## src/rtl/program_loader_pkg.sv

```systemverilog
// rtl/program_loader_pkg.sv - shared loader state encodings and image limits
package program_loader_pkg;

    typedef enum logic [2:0] {
        LDR_IDLE = 3'd0,
        LDR_LEN  = 3'd1,
        LDR_DATA = 3'd2,
        LDR_CHK  = 3'd3,
        LDR_DONE = 3'd4,
        LDR_ERR  = 3'd5
    } ldr_state_t;

    localparam int LDR_MEM_DEPTH = 32;

    function automatic logic is_loading(input ldr_state_t s);
        return (s == LDR_LEN) || (s == LDR_DATA) || (s == LDR_CHK);
    endfunction

endpackage

```

## src/rtl/program_loader_timer.sv

```systemverilog
// rtl/program_loader_timer.sv - idle-cycle watchdog with terminal-count flag
module program_loader_timer #(
    parameter int LIMIT = 255
) (
    input  logic clk,
    input  logic rst_n,
    input  logic run,
    input  logic clear,
    output logic expired
);

    localparam int CW = $clog2(LIMIT + 1);

    logic [CW-1:0] count;

    assign expired = (count == CW'(LIMIT));

    // Saturates at LIMIT so the flag stays up until the owner reacts.
    always_ff @(posedge clk or negedge rst_n) begin
        if (!rst_n) begin
            count <= '0;
        end else if (clear || !run) begin
            count <= '0;
        end else if (!expired) begin
            count <= count + CW'(1);
        end
    end

endmodule

```

## src/rtl/program_loader.sv

```systemverilog
// rtl/program_loader.sv - framed boot-image loader holding the CPU in reset until verified
module program_loader
    import program_loader_pkg::*;
#(
    parameter int ADDR_W    = 5,
    parameter int DATA_W    = 8,
    parameter int MEM_DEPTH = LDR_MEM_DEPTH,
    parameter int TIMEOUT   = 255
) (
    input  logic              clk,
    input  logic              rst_n,
    input  logic              start,
    input  logic              in_valid,
    input  logic [DATA_W-1:0] in_data,
    output logic              in_ready,
    output logic [ADDR_W-1:0] mem_addr,
    output logic [DATA_W-1:0] mem_data,
    output logic              mem_wr,
    output logic              cpu_rst,
    output logic              busy,
    output logic              done,
    output logic              error
);

    ldr_state_t        state;
    ldr_state_t        state_next;
    logic [ADDR_W-1:0] count;
    logic [DATA_W-1:0] len;
    logic [DATA_W-1:0] sum;
    logic              loading;
    logic              expired;
    logic              xfer;
    logic              last_byte;
    logic              bad_len;

    program_loader_timer #(
        .LIMIT (TIMEOUT)
    ) u_timer (
        .clk     (clk),
        .rst_n   (rst_n),
        .run     (loading),
        .clear   (xfer),
        .expired (expired)
    );

    assign loading   = is_loading(state);
    // A byte offered on the timeout cycle is refused rather than silently dropped.
    assign in_ready  = loading && !expired;
    assign xfer      = in_valid && in_ready;
    assign last_byte = (DATA_W'(count) == len - DATA_W'(1));
    assign bad_len   = (in_data == '0) || (in_data > DATA_W'(MEM_DEPTH));

    always_comb begin
        state_next = state;
        case (state)
            LDR_IDLE: begin
                if (start) state_next = LDR_LEN;
            end
            LDR_LEN: begin
                if (expired)   state_next = LDR_ERR;
                else if (xfer) state_next = bad_len ? LDR_ERR : LDR_DATA;
            end
            LDR_DATA: begin
                if (expired)                state_next = LDR_ERR;
                else if (xfer && last_byte) state_next = LDR_CHK;
            end
            LDR_CHK: begin
                if (expired)   state_next = LDR_ERR;
                else if (xfer) state_next = (in_data == sum) ? LDR_DONE : LDR_ERR;
            end
            LDR_DONE, LDR_ERR: begin
                if (start) state_next = LDR_LEN;
            end
            default: state_next = LDR_IDLE;
        endcase
    end

    always_ff @(posedge clk or negedge rst_n) begin
        if (!rst_n) begin
            state <= LDR_IDLE;
        end else begin
            state <= state_next;
        end
    end

    // Status flags are registered from the next state so they change with it.
    always_ff @(posedge clk or negedge rst_n) begin
        if (!rst_n) begin
            busy    <= 1'b0;
            done    <= 1'b0;
            error   <= 1'b0;
            cpu_rst <= 1'b1;
        end else begin
            busy    <= is_loading(state_next);
            done    <= (state_next == LDR_DONE);
            error   <= (state_next == LDR_ERR);
            cpu_rst <= (state_next != LDR_DONE);
        end
    end

    always_ff @(posedge clk or negedge rst_n) begin
        if (!rst_n) begin
            count    <= '0;
            len      <= '0;
            sum      <= '0;
            mem_addr <= '0;
            mem_data <= '0;
            mem_wr   <= 1'b0;
        end else begin
            mem_wr <= 1'b0;
            if (xfer && (state == LDR_LEN)) begin
                len   <= in_data;
                count <= '0;
                sum   <= '0;
            end
            if (xfer && (state == LDR_DATA)) begin
                mem_addr <= count;
                mem_data <= in_data;
                mem_wr   <= 1'b1;
                sum      <= sum + in_data;
                count    <= count + ADDR_W'(1);
            end
        end
    end

endmodule

```

## config.mk

```make
export PLATFORM = sky130hd
export DESIGN_NAME = program_loader
export DESIGN_NICKNAME = d
export VERILOG_FILES = /design/src/rtl/program_loader_pkg.sv /design/src/rtl/program_loader_timer.sv /design/src/rtl/program_loader.sv
export SDC_FILE = /design/constraint.sdc
export NUM_CORES = 1
export LEC_CHECK = 0
export BUFFER_PORTS_ARGS = -buffer_cell sky130_fd_sc_hd__buf_2
export CAP_MARGIN = 10
export CORE_MARGIN = 4
export CORE_UTILIZATION = 60
export CTS_BUF_LIST = sky130_fd_sc_hd__clkbuf_8
export DETAILED_ROUTE_END_ITERATION = 16
export PLACE_DENSITY = 0.9
export SKIP_CTS_REPAIR_TIMING = 1
export SYNTH_ARGS = -nofsm -noshare
export SYNTH_HDL_FRONTEND = slang
export SYNTH_HIERARCHICAL = 1
export SYNTH_SLANG_ARGS = --single-unit
```

## constraint.sdc

```tcl
create_clock -name clk -period 3.3 [get_ports clk]
set_clock_uncertainty 0.15 [all_clocks]
set_input_delay 0.165 -clock clk [delete_from_list [all_inputs] [get_ports clk]]
set_output_delay 0.165 -clock clk [all_outputs]
set_load 0.1 [all_outputs]
```

==> out/metrics.cfg, run 1 <==
[run_status]
status = finished, violations left
violations = negative hold slack

[power]
p_leak_nw = 1.49
ir_worst_vdd_uv = 523
p_total_mw = 2.68
powerDensity_mw_per_mm2 = 873

[global_route]
grt_pass1_vias = 2214
overflow = 0
grt_max_degree = 51
antenna_found_initial = 0
grt_pass1_wl_um = 10200
grt_use_total_pct = 23.3

[layout]
final_cell_mix = nand2_1 (74), dfrtp_1 (49), buf_2 (30)
layout_commonest_cell = nand2_1
drive_gt1_share_pct = 15.2
fill_cells = 325
fin_nets = 358
diodes = 0
syn_to_final_growth_pct = 11.6
seq_area_mm2 = 0.00125
multiInputGateArea_mm2 = 0.00139

[floorplanning]
ios = 31
die_x_um = 75.7
rows = 24
die_height_um = 75.7
die-area_mm2 = 0.00573
coreArea_mm2 = 0.00438
initial_utilization_pct = 62.7

[synth]
synthMuxAreaShare_pct = 0.728
ys.flop_type = dfrtp_1
synth-simple-area-share_pct = 26.1
synth_seq_cells = 50
synth-compound-area-share_pct = 13.6
synth_edf_count = 0
synth_xor_area_share_pct = 4.78
synth_top_family_by_area = simple AND/OR/NAND/NOR gates
yosysSeqAreaShare_pct = 45.6
syn-num-nets = 325
async_flop_share_pct = 100
synthCells = 302
synth_cell_types = 56
avgSynthCellArea_um2 = 9.10
yosysWarnings = 6
synthAdderAreaFrac_pct = 5.28
synth_area_mm2 = 0.00275

[timing]
drv_slew = 0
setup_tns_ns = 0
max-slew-margin-rel_pct = 57.4
period_needed_ns = 3.04
timing.final.crit_share_pct = 92.1
rsz0062_at_grt = false
finalSetupViolCount = 0
clock.fmax_ghz = 0.329
max_slew.worst_pin.slew_ns = 0.633
finalHoldWorstSlack_ns = -0.0132
final_hold_viol_count = 3

[clocking]
cts.sinks = 50
cts-buffers-inserted = 5
clkLatencyLatePin_ns = 0.31
clockBufferDepth = 2
clkTransAtPathRegs_ns = 0.10
cts_tree = done
root_buffer = clkbuf_8
htreeDepth = 2

[placement]
gp_congestion = 0.878
hpwl_um = 4270
portBuffers = 30

[hold_path]
hold_path_class = in -> reg

[route]
drc = 0
vias = 2308
vias_per_cell = 5.95
wl_um = 6110
drtIter0Drc = 219
post_drt_wl_per_cell_um = 15.8
final_antenna_net_count = 0
dr.pass1.iters = 6

[worst_setup_path]
path_class = reg -> reg
end_kind = flop
cp_slowest_cell = or3b_1
crit_chain = ha_1 > nand3_1 > nor2_1 > or3b_4 > or3b_1 > inv_2 > nor2_1 > a211o_1 > a31o_1
cp-start-kind = flop
cp_slowest_stage_delay_ns = 0.58
path_max_fanout = 13
critPathBufInv = 1
crit_family = simple AND/OR/NAND/NOR gates
cpMostUsedCell = nor2_1
arrival_ns = 3.09
crit_required_ns = 3.35

[flow_run]
cap_violations = 0

## worst paths after layout
kind,startpoint,end,slack [ns],cells past startpoint
min reg2reg,mem_addr[2]$_DFFE_PN0P_,mem_addr[2]$_DFFE_PN0P_,0.33,2
max,u_timer/count[0]$_DFFE_PN0P_,sum[7]$_DFFE_PN0P_,0.26,9
max in group asynchronous,rst_n,u_timer/count[0]$_DFFE_PN0P_,2.25,3
min,in_data[4],mem_data[4]$_DFFE_PN0P_,-0.01,3
min in group asynchronous,rst_n,mem_addr[2]$_DFFE_PN0P_,0.22,2
max reg2reg,u_timer/count[0]$_DFFE_PN0P_,sum[7]$_DFFE_PN0P_,0.26,9
## power by group
part / leakage [nW] / internal (mW) / switching [mW]
clock network: 0.0447 / 0.153 / 0.215
registers: 0.667 / 0.775 / 0.145
logic: 0.779 / 0.364 / 1.03
## synthesized netlist by cell type (all sizes together), types with 2 or more instances
library cell  instances  area, um2
nand3                13       65.1
nor4b                 2       17.5
nor2                 20       75.1
nand4                 6       37.5
a21oi                 8       40.0
buf                   7       60.1
and2                  2       12.5
a21o                  3       22.5
or3b                  2       20.0
inv                   7       26.3
mux2i                 2       20.0
a31o                  2       17.5
xnor2                12        105
dfrtp                49       1230
nand2b                3       18.8
ha                   10        125
nor4                  3       33.8
clkbuf                6       22.5
a211oi                4       35.0
a41oi                 3       33.8
a21boi                2       15.0
xor2                  3       26.3
nand2                74        278
nor3                 10       50.1
nor3b                 6       45.0
o21ai                21        109
and4                  3       28.8
## registers in the layout, indices dropped and copies added (netlist names)
name,flops
mem_addr,5
u_timer/count,8
mem_wr,1
mem_data,8
done,1
len,8
sum,8
cpu_rst,1
state,3
error,1
count,5
busy,1
## stage by stage
step	area [um2]	instances	setup slack (ns)	hold WS, ns	utilization, %
CTS	3000	382	0.288	-0.0629	68.4
global placement	2900	374	0.415	0.267	66.2
detailed placement	2900	374	0.303	0.272	66.2
floorplan	2750	302	0.0656	-0.281	-
finish	3070	388	0.262	-0.0132	70.0
global route	3070	388	0.0909	0.0111	70.0
## routing by layer
| layer | vias to the layer above | share of wire, % | track usage, % |
|---|---|---|---|
| li1 | 1124 | - | - |
| met4 | 0 | 1.6 | 8.16 |
| met1 | 1094 | 44 | 31.5 |
| met3 | 12 | 6.3 | 5.67 |
| met2 | 78 | 49 | 36.6 |
| met5 | - | 0 | 0 |
## worst register-to-register path, cell delays in order, from the launching register on
cell and delay [ns]:
dfrtp_1 0.41, ha_1 0.25, nand3_1 0.14, nor2_1 0.13
or3b_4 0.44, or3b_1 0.58, inv_2 0.22, nor2_1 0.11
a211o_1 0.32, a31o_1 0.19
## cell families (layout without fill, tap and decap cells)
| group | after synthesis | count (layout) |
|---|---|---|
| simple gates | 149 | 149 |
| compound gates | 55 | 55 |
| mux | 2 | 2 |
| xor+xnor | 15 | 15 |
| flops | 50 | 50 |
| buf+inv | 20 | 54 |
| fa+ha+maj | 11 | 11 |
## layout make-up
type	count	area share (%)
inverter	7	0.856
clock inverter	3	0.816
sequential	50	40.8
clock buffer	5	2.24
tap	52	2.12
timing repair buffer	39	7.91
multi-input combinational	232	45.2
Note: power is estimated with default switching activity, not from simulation.
==> inputs of run 2 (changes only) <==
- CORE_UTILIZATION: 60 -> 23
- PLACE_DENSITY: 0.9 -> 0.47
==> run 2 against run 1 <==
  * The run now ends clean
  * Clock power up 40%
  * Power up 5.1%
  * Register-to-register slack better by 0.14 ns
==> out/metrics.cfg, run 2 (synthesis gave the netlist of run 1 again) <==
[worst_setup_path]
r2r-start = u_timer/count[0]$_DFFE_PN0P_
path_max_fanout = 32
arrival_ns = 3.00
path_class = reg -> reg
timing.reg2reg.setup_slack_ns = 0.40
crit_chain = ha_1 > nand3_1 > nor2_1 > or3b_4 > or3b_1 > buf_4 > a2111oi_0 > a211o_1 > a31o_1
crit_required_ns = 3.40
reg2reg_to = sum[7]$_DFFE_PN0P_
end_kind = flop
cp-start-kind = flop
cp_slowest_stage_delay_ns = 0.45
cp_slowest_cell = or3b_1
r2r_cells = 9

[timing]
setup_tns_ns = 0
period_needed_ns = 2.90
clock.fmax_ghz = 0.345
finalSetupViolCount = 0
rsz0062_at_grt = false
drv_slew = 0
max_slew.worst_pin.slew_ns = 0.844
final_hold_viol_count = 0
max-slew-margin-rel_pct = 43.7
timing.final.crit_share_pct = 87.8

[power]
p_leak_nw = 1.51
p_total_mw = 2.82
powerDensity_mw_per_mm2 = 879
ir_worst_vdd_uv = 326

[layout]
fill_cells = 1206
layout_commonest_cell = nand2_1
syn_to_final_growth_pct = 16.5
final_cell_mix = nand2_1 (74), dfrtp_1 (49), buf_2 (30)
diodes = 0
drive_gt1_share_pct = 15.2
seq_area_mm2 = 0.00125
fin_nets = 357
multiInputGateArea_mm2 = 0.00139

[floorplanning]
rows = 39
coreArea_mm2 = 0.0116
initial_utilization_pct = 23.8
die_x_um = 117
ios = 31
die_height_um = 117
die-area_mm2 = 0.0138

[hold_path]
holdCritStartpoint = in_data[3]
hold_path_class = in -> reg
min_path_cells = 3
min_to = mem_data[3]$_DFFE_PN0P_

[clocking]
cts.sinks = 50
clockBufferDepth = 2
clkTransAtPathRegs_ns = 0.10
cts_tree = done
clkLatencyLatePin_ns = 0.30
root_buffer = clkbuf_8
cts-buffers-inserted = 5
htreeDepth = 2

[global_route]
overflow = 0
grt_max_degree = 34
grt_use_total_pct = 10.1
antenna_found_initial = 0
grt_pass1_wl_um = 11300
grt_pass1_vias = 2140

[route]
dr.pass1.iters = 4
drtIter0Drc = 139
vias = 2235
drc = 0
vias_per_cell = 4.68
final_antenna_net_count = 0
post_drt_wl_per_cell_um = 14.0
wl_um = 6710

[placement]
gp_congestion = 0.763
hpwl_um = 4710
portBuffers = 30

[flow_run]
cap_violations = 0

[run_status]
status = finished, final reports clean

==> run 2: critical path: cells and delay by family, from the launching register on <==
family / cells / cell delay [ns]
and+or+nand+nor: 4 / 1.15
AOI/OAI and AO/OA: 3 / 0.60
DFF: 1 / 0.42
buffers and inverters: 1 / 0.27
adders and majority gates: 1 / 0.25
==> run 2: area by class of cell <==
| class | instances | share of cell area (%) |
|---|---|---|
| Multi-Input combinational cell | 232 | 43.3 |
| Inverter | 7 | 0.820 |
| Sequential cell | 50 | 39.1 |
| Clock inverter | 3 | 2.15 |
| Clock buffer | 5 | 2.15 |
| Tap cell | 143 | 5.59 |
| Timing Repair Buffer | 38 | 6.87 |
==> run 2: metal layers <==
metal	global-route usage, %	vias to the layer above	share of wire, %
met5	0	-	0
met4	3.59	0	1.8
met3	2.02	8	4.6
met2	14.7	38	43
met1	14.8	1071	51
li1	-	1118	-
==> run 2: per-stage QoR <==
step	area [um2]	setup WS (ns)	std cells	utilization (%)	hold WS, ns
after global placement	3030	0.532	466	26.2	0.148
after detailed placement	3030	0.453	466	26.2	0.157
after CTS	3160	0.408	474	27.4	-0.190
after global routing	3200	0.166	478	27.7	0.00183
final	3200	0.404	478	27.7	0.00400
after floorplan	2750	0.0656	302	-	-0.281
==> run 2: report_power, final <==
part,internal (mW),switching (mW)
Sequential,0.775,0.150
Clock,0.304,0.213
Combinational,0.361,1.01
Total,1.44,1.38
==> run 2: worst max-delay path by stage <==
| stage | end | from | depth (start not counted) | slack (ns) |
|---|---|---|---|---|
| 6_report | sum[7]$_DFFE_PN0P_ | u_timer/count[0]$_DFFE_PN0P_ | 9 | 0.40 |
| 5_1_grt | sum[7]$_DFFE_PN0P_ | u_timer/count[0]$_DFFE_PN0P_ | 9 | 0.17 |
| 4_1_cts | sum[7]$_DFFE_PN0P_ | u_timer/count[0]$_DFFE_PN0P_ | 9 | 0.41 |
| 3_5_place_dp | sum[7]$_DFFE_PN0P_ | u_timer/count[0]$_DFFE_PN0P_ | 9 | 0.45 |
| 3_3_place_gp | sum[7]$_DFFE_PN0P_ | u_timer/count[0]$_DFFE_PN0P_ | 9 | 0.53 |
| 2_1_floorplan | in_ready | u_timer/count[0]$_DFFE_PN0P_ | 4 | 0.07 |
